## src/rtl/omsp_spm_cmd_seq_if.sv

```systemverilog
// Signal bundle between the SPM command sequencer (master) and its environment:
// execution unit, SPM control block and key-derivation engine (slave).
interface omsp_spm_cmd_seq_if #(
  parameter int KEY_IDX_SIZE = 3
);
  logic                    cmd_valid;
  logic                    cmd_enable;
  logic                    cmd_ready;
  logic                    update_spm;
  logic                    enable_spm;
  logic                    violation;
  logic                    kw_valid;
  logic [15:0]             kw_data;
  logic                    kw_ready;
  logic                    write_key;
  logic [15:0]             key_in;
  logic [KEY_IDX_SIZE-1:0] key_idx;
  logic                    busy;
  logic                    done;
  logic                    fail;
  logic [1:0]              seq_state;

  modport master (
    input  cmd_valid, cmd_enable, violation, kw_valid, kw_data,
    output cmd_ready, update_spm, enable_spm, kw_ready, write_key, key_in, key_idx,
           busy, done, fail, seq_state
  );

  modport slave (
    output cmd_valid, cmd_enable, violation, kw_valid, kw_data,
    input  cmd_ready, update_spm, enable_spm, kw_ready, write_key, key_in, key_idx,
           busy, done, fail, seq_state
  );
endinterface

```

## src/rtl/omsp_spm_cmd_seq.sv

```systemverilog
// SPM command sequencer: issues protect/unprotect updates and streams the module key.
// Optional SPM_KEY_TIMEOUT_EN aborts a protect after 255 idle key cycles.
module omsp_spm_cmd_seq #(
  parameter int KEY_IDX_SIZE = 3,
  parameter int KEY_WORDS    = 8
) (
  input  logic                  mclk,
  input  logic                  puc_rst,
  omsp_spm_cmd_seq_if.master    bus
);

  typedef enum logic [1:0] {
    S_IDLE   = 2'd0,
    S_UPDATE = 2'd1,
    S_KEY    = 2'd2,
    S_FIN    = 2'd3
  } state_t;

  state_t                  state;
  logic [KEY_IDX_SIZE-1:0] word_cnt;
  logic                    en_lat;
  logic                    cmd_ready_r;
  logic                    update_r;
  logic                    kw_ready_r;
  logic                    done_r;
  logic                    fail_r;
  logic                    key_last;

  assign key_last = (word_cnt == KEY_IDX_SIZE'(KEY_WORDS - 1));

`ifdef SPM_KEY_TIMEOUT_EN
  logic [7:0] idle_cnt;
`endif

  // Handshakes: a command transfers on a cycle with cmd_valid=1 and cmd_ready=1;
  // a key word transfers on a cycle with kw_valid=1 and kw_ready=1, and that same
  // cycle is the write_key strobe into the SPM array. Neither side may retract.
  always_ff @(posedge mclk or posedge puc_rst) begin
    if (puc_rst) begin
      state       <= S_IDLE;
      word_cnt    <= '0;
      en_lat      <= 1'b0;
      cmd_ready_r <= 1'b1;
      update_r    <= 1'b0;
      kw_ready_r  <= 1'b0;
      done_r      <= 1'b0;
      fail_r      <= 1'b0;
`ifdef SPM_KEY_TIMEOUT_EN
      idle_cnt    <= 8'd0;
`endif
    end else begin
      case (state)
        S_IDLE: begin
          if (bus.cmd_valid) begin
            en_lat      <= bus.cmd_enable;
            cmd_ready_r <= 1'b0;
            update_r    <= 1'b1;
            state       <= S_UPDATE;
          end
        end
        S_UPDATE: begin
          update_r <= 1'b0;
          if (bus.violation) begin
            done_r <= 1'b1;
            fail_r <= 1'b1;
            state  <= S_FIN;
          end else if (en_lat) begin
            word_cnt   <= '0;
            kw_ready_r <= 1'b1;
            state      <= S_KEY;
`ifdef SPM_KEY_TIMEOUT_EN
            idle_cnt   <= 8'd0;
`endif
          end else begin
            done_r <= 1'b1;
            fail_r <= 1'b0;
            state  <= S_FIN;
          end
        end
        S_KEY: begin
          if (bus.kw_valid) begin
`ifdef SPM_KEY_TIMEOUT_EN
            idle_cnt <= 8'd0;
`endif
            if (key_last) begin
              kw_ready_r <= 1'b0;
              done_r     <= 1'b1;
              fail_r     <= 1'b0;
              state      <= S_FIN;
            end else begin
              word_cnt <= word_cnt + KEY_IDX_SIZE'(1);
            end
          end
`ifdef SPM_KEY_TIMEOUT_EN
          // Abort at the edge where the idle count would reach 255; written words stay.
          else if (idle_cnt == 8'd254) begin
            idle_cnt   <= 8'd255;
            kw_ready_r <= 1'b0;
            done_r     <= 1'b1;
            fail_r     <= 1'b1;
            state      <= S_FIN;
          end else begin
            idle_cnt <= idle_cnt + 8'd1;
          end
`endif
        end
        S_FIN: begin
          done_r      <= 1'b0;
          fail_r      <= 1'b0;
          cmd_ready_r <= 1'b1;
          state       <= S_IDLE;
        end
        default: state <= S_IDLE;
      endcase
    end
  end

  // kw_ready_r is high exactly while in KEY, so it gates the key-side outputs.
  assign bus.cmd_ready  = cmd_ready_r;
  assign bus.busy       = ~cmd_ready_r;
  assign bus.update_spm = update_r;
  assign bus.enable_spm = update_r & en_lat;
  assign bus.kw_ready   = kw_ready_r;
  assign bus.write_key  = kw_ready_r & bus.kw_valid;
  assign bus.key_in     = kw_ready_r ? bus.kw_data : 16'h0000;
  assign bus.key_idx    = kw_ready_r ? word_cnt : '0;
  assign bus.done       = done_r;
  assign bus.fail       = fail_r;
  assign bus.seq_state  = state;

endmodule

```

## src/flat_wrapper.sv

```systemverilog
// flat-port wrapper written by rule: the top's interface ports become plain ports
module omsp_spm_cmd_seq_flat 
#(
  parameter int KEY_IDX_SIZE = 3,
  parameter int KEY_WORDS    = 8
)
  (mclk, puc_rst, bus_cmd_valid, bus_cmd_enable, bus_violation, bus_kw_valid, bus_kw_data, bus_cmd_ready, bus_update_spm, bus_enable_spm, bus_kw_ready, bus_write_key, bus_key_in, bus_key_idx, bus_busy, bus_done, bus_fail, bus_seq_state);
  omsp_spm_cmd_seq_if #(.KEY_IDX_SIZE(KEY_IDX_SIZE)) bus_i ();
  input  logic mclk;
  input  logic puc_rst;
  input wire logic [$bits(bus_i.cmd_valid)-1:0] bus_cmd_valid;
  input wire logic [$bits(bus_i.cmd_enable)-1:0] bus_cmd_enable;
  input wire logic [$bits(bus_i.violation)-1:0] bus_violation;
  input wire logic [$bits(bus_i.kw_valid)-1:0] bus_kw_valid;
  input wire logic [$bits(bus_i.kw_data)-1:0] bus_kw_data;
  output wire logic [$bits(bus_i.cmd_ready)-1:0] bus_cmd_ready;
  output wire logic [$bits(bus_i.update_spm)-1:0] bus_update_spm;
  output wire logic [$bits(bus_i.enable_spm)-1:0] bus_enable_spm;
  output wire logic [$bits(bus_i.kw_ready)-1:0] bus_kw_ready;
  output wire logic [$bits(bus_i.write_key)-1:0] bus_write_key;
  output wire logic [$bits(bus_i.key_in)-1:0] bus_key_in;
  output wire logic [$bits(bus_i.key_idx)-1:0] bus_key_idx;
  output wire logic [$bits(bus_i.busy)-1:0] bus_busy;
  output wire logic [$bits(bus_i.done)-1:0] bus_done;
  output wire logic [$bits(bus_i.fail)-1:0] bus_fail;
  output wire logic [$bits(bus_i.seq_state)-1:0] bus_seq_state;
  assign bus_i.cmd_valid = bus_cmd_valid;
  assign bus_i.cmd_enable = bus_cmd_enable;
  assign bus_i.violation = bus_violation;
  assign bus_i.kw_valid = bus_kw_valid;
  assign bus_i.kw_data = bus_kw_data;
  assign bus_cmd_ready = bus_i.cmd_ready;
  assign bus_update_spm = bus_i.update_spm;
  assign bus_enable_spm = bus_i.enable_spm;
  assign bus_kw_ready = bus_i.kw_ready;
  assign bus_write_key = bus_i.write_key;
  assign bus_key_in = bus_i.key_in;
  assign bus_key_idx = bus_i.key_idx;
  assign bus_busy = bus_i.busy;
  assign bus_done = bus_i.done;
  assign bus_fail = bus_i.fail;
  assign bus_seq_state = bus_i.seq_state;
  omsp_spm_cmd_seq #(.KEY_IDX_SIZE(KEY_IDX_SIZE), .KEY_WORDS(KEY_WORDS)) u_core (.mclk(mclk), .puc_rst(puc_rst), .bus(bus_i));
endmodule
```

## config.mk

```make
export PLATFORM = sky130hd
export DESIGN_NAME = omsp_spm_cmd_seq_flat
export DESIGN_NICKNAME = d
export VERILOG_FILES = /design/src/rtl/omsp_spm_cmd_seq_if.sv /design/src/rtl/omsp_spm_cmd_seq.sv /design/src/flat_wrapper.sv
export SDC_FILE = /design/constraint.sdc
export NUM_CORES = 1
export LEC_CHECK = 0
export CORE_MARGIN = 1.5
export CORE_UTILIZATION = 40
export DETAILED_ROUTE_END_ITERATION = 10
export HOLD_SLACK_MARGIN = 0.1
export PLACE_DENSITY_LB_ADDON = 0.2
export SLEW_MARGIN = 5
export SYNTH_ARGS = -nofsm -noshare
export SYNTH_HDL_FRONTEND = slang
export SYNTH_SLANG_ARGS = --single-unit
```

## constraint.sdc

```tcl
create_clock -name mclk -period 2.95 [get_ports mclk]
set_input_delay 0.59 -clock mclk [delete_from_list [all_inputs] [get_ports mclk]]
set_output_delay 0.59 -clock mclk [all_outputs]
set_load 0.03 [all_outputs]
```

==> metrics.cfg, run 1 <==
[outcome]
status=complete, no violations

[final_layout]
n_fill_cell=139
syn2layout_area_growth_pct=64.51
fin_area_um2=1398
fin_cells=171
final_common_cell=clkdlybuf4s50_1
num_antenna_cells=0
regArea_um2=276.5
nNetsFinal=175
final_cell_mix=50 x clkdlybuf4s50_1, 21 x and2_1, 10 x dfrtp_1, 9 x inv_1, 8 x ha_1
multi_input_area_um2=526.8
drive_gt1_share_pct=6.944

[timing]
timing.final.crit_share_pct=86.34
fin_skew_ns=0.009960
setup_viol=0
hold_violations=0
fin_tns_setup_ns=0
rsz0062_at_grt=false
worstMarginPinSlew_ns=0.4748
slew_violations=0
min_period_ns=2.547
max_freq_mhz=392.6
slew_headroom_pct=68.35

[drt]
via_count=822
drt_iter0_drc=16
via_per_inst=4.807
ant_nets=0
drc=0
firstDrtPassIters=4
wl_mm=2.111
routedWlPerCell_um=12.35

[floorplan]
rows=16
die_area_um2=2409
die_y_um=49.09
io_pins=51
dieWidth_um=49.09
fp.coreArea_um2=1982
initial_core_util_pct=42.87

[pwr]
switching_share_pct=48.30
power.density_nw_per_um2=1043
pwr-share-clk_pct=7.1
p_switching_mw=0.7040
pwr-share-comb_pct=70.9
p_leak_nw=0.5977
p_int_mw=0.7534
pwr-share-seq_pct=22.1
ir_drop_uv=718.5

[setup_path]
required_ns=2.36
arrival_ns=1.96
worst_path_most_repeated_cell=clkdlybuf4s50_1
startpoint_type=primary input
crit_chain=clkdlybuf4s50_1 -> and2_1 -> clkdlybuf4s50_1
crit_path_end_kind=primary output
cp_max_fo=4
crit_slowest_cell=clkdlybuf4s50_1
path_class=in2out
critPathMaxStageDelay_ns=0.66
r2r_slack_ns=1.21

[global_route]
grt_max_degree=24
grt_pass1_wl_mm=3.629
grt_pass1_vias=785
grt_usage_pct=18.94
grt_antenna_before_repair=0
overflow=0

[synthesis]
synthesis.area_um2=849.6
seq_area_frac_synth_pct=32.55
ys_warn_count=0
ys_types=29
synth_fp_nets=123
synthCells=93
ys_seq_elements=11
avgSynthCellArea_um2=9.135

[clock_tree]
cts_hold_buffers=0
cts_root_buffer=clkbuf_4
cts_tree=built
cts_buffers=3
postCtsSetupBuffers=0
htree_levels=1
clk_pin_slew_worst_paths_ns=0.06
cts.sinks=11
insertion_delay_ns=0.27
clk_path_buf_depth=2
cts_resized=0

[placement]
placedCellCount=167
post_dp_cell_area_um2=1371
dpl.hpwl_mm=1.656
gp_congestion=0.7393
portBuffers=50

[min_path]
hold_path.class=reg2reg

[run]
drv_cap=0

[state kept, by name (all words and copies together) (netlist names)]
register / cells
u_core.bus.cmd_ready: 1
u_core.bus.done: 1
u_core.bus.fail: 1
u_core.bus.kw_ready: 1
u_core.bus.seq_state: 2
u_core.bus.update_spm: 1
u_core.en_lat: 1
u_core.word_cnt: 3
[critical path: cells and delay by family]
family                 cells  cell delay [ns]
and+or+nand+nor            1             0.15
buffers and inverters      2             1.21
[Yosys cell counts, drive strengths merged]
master	instances	share of area, %
and2	21	15
dfrtp	10	29
inv	9	4.0
ha	8	12
nand2	5	2.2
o211ai	5	4.4
o21ai	5	2.9
mux2i	3	3.5
nand3	3	1.8
nor2	3	1.6
nor2b	3	2.2
clkbuf	2	0.88
mux2	2	3.1
a211oi	1	1.5
a21boi	1	2.2
a21oi	1	0.59
and3b	1	1.2
buf	1	0.59
dfstp	1	3.1
nand2b	1	0.74
nand3b	1	0.88
o2111ai	1	1.0
o21bai	1	0.88
o311a	1	1.2
or2b	1	0.88
or3	1	0.74
or4b	1	1.2
[power groups by stage]
stage                     clock network, mW  logic [mW]  registers [mW]
after floorplan                           0       0.601           0.380
after global placement                    0        1.02           0.319
after detailed placement                  0        1.03           0.326
after CTS                             0.105        1.04           0.323
after global routing                  0.113        1.11           0.342
final                                 0.103        1.03           0.322
[layout make-up]
| type | instances | share of cell area [%] |
|---|---|---|
| clock buffers | 4 | 1.880 |
| repair buffers | 50 | 35.81 |
| inverters | 9 | 2.417 |
| multi-input cells | 70 | 37.69 |
| flip-flops and latches | 11 | 19.79 |
| well taps | 27 | 2.417 |
[logic make-up after synthesis]
kind of cell,Yosys count,share of synthesized area [%]
simple gates,41,28.87
compound gates,16,14.73
buf+inv,12,5.449
flops,11,32.55
fa+ha+maj,8,11.78
mux,5,6.627
[final timing paths]
path,depth (start not counted),startpoint,to
max,3,bus_kw_valid,bus_write_key
min,2,u_core.bus.done,u_core.bus.done
max reg2reg,5,u_core.bus.seq_state[0],u_core.bus.seq_state[1]
min reg2reg,2,u_core.bus.done,u_core.bus.done
max in group asynchronous,2,puc_rst,u_core.bus.cmd_ready
min in group asynchronous,2,puc_rst,u_core.en_lat
[per-stage QoR]
| step | setup slack (ns) | power, mW | hold WS (ns) | utilization (%) |
|---|---|---|---|---|
| floorplan | 1.227 | 0.9806 | 0.4417 | - |
| global placement | 0.4030 | 1.335 | 0.4896 | 69.19 |
| detailed placement | 0.4077 | 1.358 | 0.5050 | 69.19 |
| CTS | 0.4023 | 1.466 | 0.5209 | 70.52 |
| global route | 0.3242 | 1.570 | 0.5764 | 70.52 |
| finish | 0.4029 | 1.457 | 0.5204 | 70.52 |
[routing by layer]
layer	GRT usage (%)	part of all wire [%]	up-vias
met3	5.215	5.3	2
met1	22.12	43	379
li1	-	-	415
met5	0	0	-
met2	33.33	51	26
met4	5.714	0.66	0
Note: power is estimated with default switching activity, not from simulation.
==> run 2, diff against run 1 <==
--- a/config.mk
+++ b/config.mk
@@ -5,7 +5,6 @@
 export SDC_FILE = /design/constraint.sdc
 export NUM_CORES = 1
 export LEC_CHECK = 0
-export CORE_MARGIN = 1.5
 export CORE_UTILIZATION = 40
 export DETAILED_ROUTE_END_ITERATION = 10
 export HOLD_SLACK_MARGIN = 0.1
==> metrics.cfg, run 2 (synthesis results as in run 1) <==
[drt]
drc=0  ; unchanged
firstDrtPassIters=4  ; unchanged
via_per_inst=4.889  ; +1.7%
drt_iter0_drc=13  ; -3
routedWlPerCell_um=13.42  ; +8.7%
wl_mm=2.295  ; +8.7%
via_count=836  ; +1.7%
ant_nets=0  ; unchanged

[clock_tree]
cts_hold_buffers=0  ; unchanged
cts_buffers=3  ; unchanged
cts_root_buffer=clkbuf_4
cts.sinks=11  ; unchanged
postCtsSetupBuffers=0  ; unchanged
clk_path_buf_depth=2  ; unchanged
cts_resized=0  ; unchanged
clk_pin_slew_worst_paths_ns=0.08  ; +0.02 ns
insertion_delay_ns=0.27  ; about the same
cts_tree=built
htree_levels=1  ; unchanged

[floorplan]
die_area_um2=2312  ; -4.0%
dieWidth_um=48.09  ; -2.0%
io_pins=51  ; unchanged
rows=16  ; unchanged
fp.coreArea_um2=1982  ; unchanged
initial_core_util_pct=42.87  ; unchanged
die_y_um=48.09  ; -2.0%

[setup_path]
cp_max_fo=4  ; unchanged
critPathMaxStageDelay_ns=0.67  ; about the same
crit_slowest_cell=clkdlybuf4s50_1
worst_path_most_repeated_cell=clkdlybuf4s50_1
path_class=in2out
crit_path_end_kind=primary output
required_ns=2.36  ; about the same
startpoint_type=primary input
arrival_ns=1.96  ; about the same
crit_chain=clkdlybuf4s50_1 -> and2_1 -> clkdlybuf4s50_1

[run]
drv_cap=0  ; unchanged

[final_layout]
final_common_cell=clkdlybuf4s50_1
fin_area_um2=1399  ; about the same
largest_reg_flops=3  ; unchanged
final_cell_mix=50 x clkdlybuf4s50_1, 21 x and2_1, 10 x dfrtp_1, 9 x inv_1, 8 x ha_1
nNetsFinal=175  ; unchanged
fin_cells=171  ; unchanged
drive_gt1_share_pct=7.639  ; +0.69 points
n_fill_cell=164  ; +18%
num_antenna_cells=0  ; unchanged
syn2layout_area_growth_pct=64.65  ; about the same
utilization_pct=70.58  ; about the same
regMostFlops=u_core.word_cnt

[global_route]
overflow=0  ; unchanged
grt_max_degree=24  ; unchanged
grt_pass1_vias=670  ; -15%
grt_pass1_wl_mm=3.098  ; -15%
grt_antenna_before_repair=0  ; unchanged
grt_usage_pct=20.17  ; +1.2 points

[timing]
min_period_ns=2.554  ; +0.006558 ns
fin_skew_ns=0.004484  ; -0.005476 ns
fin_tns_setup_ns=0  ; unchanged
slew_violations=0  ; unchanged
max_freq_mhz=391.6  ; -0.26%
setup_viol=0  ; unchanged
whs_ns=0.5054  ; -0.01505 ns
finalWorstSetupSlack_ns=0.3963  ; -0.006558 ns
timing.final.crit_share_pct=86.57  ; +0.22 points
worstMarginPinSlew_ns=0.5016  ; +0.02676 ns
slew_headroom_pct=66.56  ; -1.8 points
rsz0062_at_grt=false
hold_violations=0  ; unchanged

[placement]
gp_congestion=0.7151  ; -3.3%
post_dp_cell_area_um2=1371  ; unchanged
placedCellCount=167  ; unchanged
dp_slack_ns=0.3934  ; -0.01433 ns
dpl.hpwl_mm=1.833  ; +11%
portBuffers=50  ; unchanged

[pwr]
p_leak_nw=0.6004  ; +0.46%
ir_drop_uv=706.1  ; -1.7%
power.density_nw_per_um2=1047  ; +0.42%
finalPower_mw=1.465  ; +0.51%

[outcome]
status=complete, no violations

[min_path]
hold_path.class=reg2reg

-- run 2: worst max-delay path, delay by kind of cell --
kind / cells / cell delay, ns
buf+inv: 2 / 1.22
simple gates: 1 / 0.15
-- run 2: final timing paths --
| check | depth (start not counted) | to | slack, ns | startpoint |
|---|---|---|---|---|
| min in group asynchronous | 2 | u_core.bus.fail | 0.62 | puc_rst |
| setup reg to reg | 5 | u_core.bus.seq_state[1] | 1.21 | u_core.bus.seq_state[0] |
| max in group asynchronous | 2 | u_core.bus.cmd_ready | 2.00 | puc_rst |
| hold reg to reg | 2 | u_core.bus.update_spm | 0.51 | u_core.bus.update_spm |
| setup / recovery | 3 | bus_write_key | 0.40 | bus_kw_valid |
| hold / removal | 2 | u_core.bus.update_spm | 0.51 | u_core.bus.update_spm |
-- run 2: cell type report --
type	instances	area (um2)	share of cell area, %
clock buffers	3	22.52	1.610
clock inverters	1	5.005	0.3578
inverters	9	33.78	2.415
multi-input cells	70	526.8	37.66
flip-flops and latches	11	276.5	19.77
well taps	27	33.78	2.415
repair buffers	50	500.5	35.78
-- run 2: where the power goes --
part / switching [mW] / internal [mW]
sequential: 0.0990 / 0.228
clock: 0.0559 / 0.0502
combinational: 0.559 / 0.472
total: 0.714 / 0.750
-- run 2: routing by layer --
metal	vias up	track usage [%]	wire (um)
met3	2	5.660	59
li1	414	-	-
met1	397	23.27	976
met4	0	6.667	12
met5	-	0	0
met2	23	35.68	1247
